<file path="src/rtl/mem_arbiter.sv">
// mem_arbiter: two-port (instruction fetch / data) round-robin arbiter onto a
// single downstream memory bus, with an optional wait-state timeout abort.
//
// Ports
//   clk, reset              single clock, asynchronous active-low reset
//   i_valid/i_addr          fetch request      -> i_ready/i_rdata completion
//   d_valid/d_addr/d_wdata/
//   d_wstrb                 data request       -> d_ready/d_rdata completion
//   mem_valid/mem_instr/
//   mem_addr/mem_wdata/
//   mem_wstrb               downstream request (held stable while mem_valid)
//   mem_ready/mem_rdata     downstream completion
//   bus_err                 one-cycle pulse when a transaction is aborted
//
// TIMEOUT: max wait cycles for mem_ready before abort; 0 disables the abort.
module mem_arbiter #(
  parameter int TIMEOUT = 16
) (
  input  logic        clk,
  input  logic        reset,
  input  logic        i_valid,
  input  logic [31:0] i_addr,
  output logic        i_ready,
  output logic [31:0] i_rdata,
  input  logic        d_valid,
  input  logic [31:0] d_addr,
  input  logic [31:0] d_wdata,
  input  logic [3:0]  d_wstrb,
  output logic        d_ready,
  output logic [31:0] d_rdata,
  output logic        mem_valid,
  output logic        mem_instr,
  output logic [31:0] mem_addr,
  output logic [31:0] mem_wdata,
  output logic [3:0]  mem_wstrb,
  input  logic        mem_ready,
  input  logic [31:0] mem_rdata,
  output logic        bus_err
);

  localparam int CW = (TIMEOUT > 0) ? $clog2(TIMEOUT + 1) : 1;
  localparam logic [CW-1:0] TO_V = CW'(TIMEOUT);

  typedef enum logic [1:0] {IDLE, GNT_I, GNT_D} state_t;

  typedef struct packed {
    logic [31:0] addr;
    logic [31:0] wdata;
    logic [3:0]  wstrb;
  } req_t;

  state_t          state_q, state_d;
  req_t            req_q, req_d;
  logic [CW-1:0]   wait_cnt_q, wait_cnt_d;
  logic            last_d_q, last_d_d;   // 1: data port was served last

  logic granted, tmo, done, gnt_i, gnt_d;

  // Round-robin: on a tie, the port not served last wins.
  assign gnt_i   = i_valid && (!d_valid || last_d_q);
  assign gnt_d   = d_valid && (!i_valid || !last_d_q);
  assign granted = (state_q != IDLE);
  // Abort only when mem_ready is low; a late ready still completes normally.
  assign tmo     = (TIMEOUT != 0) && granted && (wait_cnt_q == TO_V) && !mem_ready;
  assign done    = granted && (mem_ready || tmo);

  // State register
  always_ff @(posedge clk or negedge reset) begin
    if (!reset) begin
      state_q    <= IDLE;
      req_q      <= '0;
      wait_cnt_q <= '0;
      last_d_q   <= 1'b1;
    end else begin
      state_q    <= state_d;
      req_q      <= req_d;
      wait_cnt_q <= wait_cnt_d;
      last_d_q   <= last_d_d;
    end
  end

  // Next state and datapath
  always_comb begin
    state_d    = state_q;
    req_d      = req_q;
    wait_cnt_d = wait_cnt_q;
    last_d_d   = last_d_q;
    unique case (state_q)
      IDLE: begin
        wait_cnt_d = '0;
        if (gnt_i) begin
          state_d = GNT_I;
          req_d   = '{addr: i_addr, wdata: 32'h0, wstrb: 4'h0};
        end else if (gnt_d) begin
          state_d = GNT_D;
          req_d   = '{addr: d_addr, wdata: d_wdata, wstrb: d_wstrb};
        end
      end
      GNT_I, GNT_D: begin
        if (done) begin
          state_d    = IDLE;
          wait_cnt_d = '0;
          last_d_d   = (state_q == GNT_D);
        end else begin
          wait_cnt_d = wait_cnt_q + 1'b1;
        end
      end
      default: state_d = IDLE;
    endcase
  end

  // Outputs
  always_comb begin
    mem_valid = granted;
    mem_instr = (state_q == GNT_I);
    mem_addr  = req_q.addr;
    mem_wdata = req_q.wdata;
    mem_wstrb = req_q.wstrb;
    i_ready   = (state_q == GNT_I) && done;
    d_ready   = (state_q == GNT_D) && done;
    i_rdata   = ((state_q == GNT_I) && mem_ready) ? mem_rdata : 32'h0;
    d_rdata   = ((state_q == GNT_D) && mem_ready) ? mem_rdata : 32'h0;
    bus_err   = tmo;
  end

endmodule

</file>
<file path="config.mk">
export PLATFORM = sky130hd
export DESIGN_NAME = mem_arbiter
export DESIGN_NICKNAME = d
export VERILOG_FILES = /design/src/rtl/mem_arbiter.sv
export SDC_FILE = /design/constraint.sdc
export NUM_CORES = 1
export LEC_CHECK = 0
export BUFFER_PORTS_ARGS = -buffer_cell sky130_fd_sc_hd__buf_2
export CORE_UTILIZATION = 36
export DETAILED_ROUTE_END_ITERATION = 10
export PLACE_DENSITY = 0.71
export SLEW_MARGIN = 20
export SYNTH_ARGS = -nofsm -noshare
export SYNTH_HDL_FRONTEND = slang
export SYNTH_SLANG_ARGS = --single-unit
export TNS_END_PERCENT = 10
</file>
<file path="constraint.sdc">
create_clock -name clk -period 2.63 [get_ports clk]
set_input_delay 0.263 -clock clk [delete_from_list [all_inputs] [get_ports clk]]
set_output_delay 0.263 -clock clk [all_outputs]
set_load 0.05 [all_outputs]
</file>
* Yosys cells after proc, flatten, opt, wreduce, memory -nomap -nowiden *
Index checks and enable logic that the tools add are counted.

storage, ports and cells
  output and inout bits = 137
  register bits after elaboration = 76

cells by class
  reductions and logical operators = 24
  mux-type cells = 10
  eq/ne operators = 5
  $add $sub $neg = 1

operator list
  operator                                        number
  two-way mux 68 bit                              2
  two-way mux 32 bit                              2
  case mux 5 bit (2 select lines)                 1
  logical AND 1 bit                               9
  two-way mux 2 bit                               3
  AND reduction 2 bit                             3
  nonzero test 2 bit                              3
  adder 5 x 1 -> 5 bit (second input constant)    1
  == test 5 bit (second input constant)           1
  two-way mux 5 bit                               1
  logical NOT 1 bit                               4
  case mux 2 bit (2 select lines)                 1
  logical OR 1 bit                                3
  != test 3 bit (second input constant)           1
  == test 2 x 1 -> 1 bit (second input constant)  1
  == test 2 bit (second input constant)           1
  logical NOT 2 bit                               1
  != test 2 bit (second input constant)           1
  OR reduction 2 bit                              1

* Longest topological paths before layout *
  depth in word-level cells = 7
  depth in mapped cells = 7

* Worst setup path before layout *
No wires, ideal clock.

  path type = flip-flop to output port
  from = register state_q[1]
  to = output i_ready
  path buffers = 1
  arrival time = 2.443 ns
  slack = -0.076 ns
  stages on the path, launching flop included = 5
  required time = 2.367 ns
  cell sequence = dfrtp_1 > inv_1 > ha_1 > clkbuf_1 > nor3b_1

on the way
  elaborated cells on any way between the ends = 7

RTL lines
  element                 RTL line  RTL
  start, declared         52        state_t state_q, state_d;
  start signal, assigned  75        state_q <= state_d;
  == test 2 x 1 -> 1 bit  --
  named net mem_instr     32        output logic mem_instr,
  logical AND 1 bit       119       i_ready = (state_q == GNT_I) && done;
  end, declared           23        output logic i_ready,

The timed path passes the listed nets, and every way through them passes these cells.

* Final worst setup path *
  from = register state_q[0]
  to = output d_rdata[25]

on the way
  word-level cells in the longest chain between the ends = 3

RTL lines
  element             RTL line  RTL
  == test 2 bit       122       d_rdata = ((state_q == GNT_D) && mem_ready) ? mem_rdata : 32'h0;
  logical AND 1 bit   122
  two-way mux 32 bit  122
  end, declared       30        output logic [31:0] d_rdata,

Every way passes these cells.

==> results.py <==
metrics = {
    "outcome": {
        "outcome": "complete, no violations",
    },
    "yosys": {
        "seq_area_frac_synth_pct": 47.61,
        "synth_nets": 538,
        "yosysUniqueCellTypes": 41,
        "avgSynthCellArea_um2": 10.12,
        "yosys_warnings": 0,
        "ys_ff_latch": 76,
        "syn_inst": 395,
        "syn_area_mm2": 0.003998,
    },
    "run": {
        "max_cap_violations": 0,
    },
    "die": {
        "die_width_um": 107.4,
        "die_h_um": 107.4,
        "start_util_pct": 36.88,
        "ioPinCount": 274,
        "die_area_mm2": 0.01153,
        "placementRows": 38,
        "core_mm2": 0.01084,
    },
    "grt": {
        "first_global_vias": 3762,
        "grt_antenna_before_repair": 0,
        "grt_max_degree": 77,
        "grt_pass1_wl_um": 18790,
        "grt_overflow": 0,
        "track_usage_pct": 20.87,
    },
    "timing": {
        "finClkSkew_ps": 7.338,
        "fin_ws_ps": 200.8,
        "slew-limit-headroom_pct": 35.28,
        "setup_viol": 0,
        "setup_tns_ps": 0,
        "hold_viol": 0,
        "rsz0062_at_grt": "false",
        "period_needed_ps": 2429,
        "fin_crit_sh_pct": 92.36,
        "fmax_mhz": 411.7,
        "tightest_slew_ps": 970.8,
        "maxSlewViolCount": 0,
    },
    "power_and_ir_drop": {
        "vdd_drop_max_mv": 0.7684,
        "leakage_uw": 0.003161,
        "switching_share_pct": 54.99,
        "clkPwrFrac_pct": 13.0,
        "powerDensity_mw_per_mm2": 1378,
        "p_switching_uw": 4231,
        "power.internal_uw": 3464,
        "power_frac_comb_pct": 60.6,
        "seqPwrFrac_pct": 26.4,
    },
    "critical_path": {
        "slowest_stage": "ha_1",
        "crit_buf_inv": 2,
        "crit_arrival_ps": 2170,
        "critical_path_required_ps": 2370,
        "cp_cell_sequence": "inv_1, ha_1, and3_1, buf_2",
        "worstSetupPathType": "flop to output pin",
        "cp_top_family": "adder cells",
        "path_max_fanout": 34,
        "r2r_slack_ps": 770,
        "cp-startpoint": "state_q[0]",
        "reg2regPathDepth": 6,
        "r2r_start": "state_q[1]",
        "cpPeakStageDelay_ps": 730,
        "worst_r2r_endpoint": "mem_wdata[16]",
        "startpoint_type": "flop",
        "end_kind": "output pin",
    },
    "layout": {
        "multi_input_area_mm2": 0.001813,
        "nFillCells": 1027,
        "post-route-util_pct": 51.50,
        "drive_gt1_share_pct": 47.23,
        "diodes": 0,
        "syn2layout_area_growth_pct": 39.66,
        "instances_no_fill": 790,
        "nNetsFinal": 788,
        "seqCellArea_mm2": 0.001903,
    },
    "drt": {
        "drc": 0,
        "dr.pass1.iters": 5,
        "routed_wl_um": 12630,
        "drt_iter0_drc": 335,
        "postRouteAntennaNets": 0,
        "wl_per_cell_um": 15.99,
        "via_per_inst": 5.176,
        "vias": 4089,
    },
    "cts": {
        "cts_setup_buffers": 0,
        "cts_made_buffers": 9,
        "ctsResizeCount": 0,
        "htreeDepth": 3,
        "root_buffer": "clkbuf_8",
        "clock_path_buffers": 2,
        "clkTransAtPathRegs_ps": 80,
        "cts_hold_buf": 0,
        "clock_latency_ps": 360,
        "cts_tree": "yes",
        "cts.sinks": 76,
    },
    "placement": {
        "dp.cells": 774,
        "dp_slack_ps": 620.9,
        "place_hpwl_um": 8926,
        "portBuffers": 273,
        "place_congestion": 0.8723,
    },
    "hold_path": {
        "hold_class": "input pin to async pin",
    },
}
-- how the worst max path moves through the flow --
stage | to | cells after the start
2_1_floorplan | d_ready | 5
4_1_cts | d_ready | 4
5_1_grt | d_ready | 4
3_5_place_dp | d_ready | 4
6_report | d_rdata[25] | 4
3_3_place_gp | d_ready | 4
-- layout by cell type, fill, tap and decap left out, drive strengths merged, types with 3 or more instances in the layout --
| cell | n |
|---|---|
| buf | 281 |
| a31oi | 32 |
| nor2 | 35 |
| clkinv | 4 |
| dfrtp | 75 |
| and3 | 64 |
| ha | 6 |
| nor2b | 3 |
| a22o | 38 |
| o21ai | 33 |
| o21a | 3 |
| inv | 8 |
| nand3b | 32 |
| clkbuf | 9 |
| nand2 | 3 |
-- per-layer routing --
metal / track usage, % / vias up / routed length, um
li1: - / 1956 / -
met5: 0 / - / 0
met4: 6.849 / 0 / 203
met3: 4.540 / 18 / 866
met2: 36.59 / 181 / 6311
met1: 25.33 / 1934 / 5247
-- final cells by class --
class                      instances  area share (%)
clock buffer                       9           2.219
clock inverter                     7           1.793
inverter                           7          0.4706
multi-input combinational        270           32.47
sequential                        76           34.09
tap                              140           3.138
timing repair buffer             281           25.82
-- cell usage after synthesis, drive strengths merged --
cell type / number / share of area (%)
dfrtp: 75 / 47
and3: 64 / 10
a22o: 38 / 8.3
nor2: 35 / 3.3
o21ai: 33 / 4.2
a31oi: 32 / 5.0
nand3b: 32 / 6.0
buf: 25 / 4.9
clkbuf: 17 / 1.7
inv: 7 / 0.66
ha: 6 / 1.9
nand2: 3 / 0.34
nor2b: 3 / 0.66
o21a: 3 / 0.56
nand4b: 2 / 0.44
nor3: 2 / 0.25
nor3b: 2 / 0.38
xnor2: 2 / 0.44
a21bo: 1 / 0.25
a21oi: 1 / 0.41
a22oi: 1 / 0.19
and3b: 1 / 0.22
and4bb: 1 / 0.31
dfstp: 1 / 0.66
mux2: 1 / 0.38
mux2i: 1 / 0.25
nand4bb: 1 / 0.28
o211a: 1 / 0.25
o21bai: 1 / 0.19
o2bb2ai: 1 / 0.22
o31a: 1 / 0.22
o32ai: 1 / 0.22
-- power by group through the flow --
| stage | clock network (uW) | logic, uW | registers (uW) |
|---|---|---|---|
| 2_1_floorplan | 0 | 1810 | 3910 |
| 3_3_place_gp | 0 | 4620 | 2030 |
| 3_5_place_dp | 0 | 4670 | 2060 |
| 4_1_cts | 1040 | 4680 | 2040 |
| 5_1_grt | 1080 | 4920 | 2110 |
| 6_report | 1000 | 4660 | 2030 |
-- flip-flops by register name, summed over array words and instances, names as in the netlist --
name / cells
mem_addr: 32
mem_wstrb: 4
last_d_q: 1
mem_wdata: 32
wait_cnt_q: 5
state_q: 2
-- kinds of logic (layout without fill, tap and decap cells) --
group | Yosys count | after routing | share of synthesized area [%]
flops | 76 | 76 | 47.61
compound gates | 114 | 114 | 20.06
fa+ha+maj | 6 | 6 | 1.878
mux | 2 | 2 | 0.6259
buf+inv | 49 | 304 | 7.198
simple gates | 146 | 146 | 22.19
xor+xnor | 2 | 2 | 0.4383
-- per-stage QoR --
stage	hold slack (ps)	power (uW)	cell area, um^2
after detailed placement	484.9	6730	5359
after CTS	81.90	7762	5583
final	44.91	7695	5583
after global routing	94.43	8113	5583
after global placement	466.3	6648	5359
after floorplan	-32.59	5718	4003
-- worst reg2reg max path, stage by stage (launching register included) --
cell	delay, ps
dfrtp_1	410
inv_1	110
ha_1	430
nand2_2	120
a21oi_4	140
buf_4	360
a22o_1	220
Note: power is estimated with default switching activity, not from simulation.
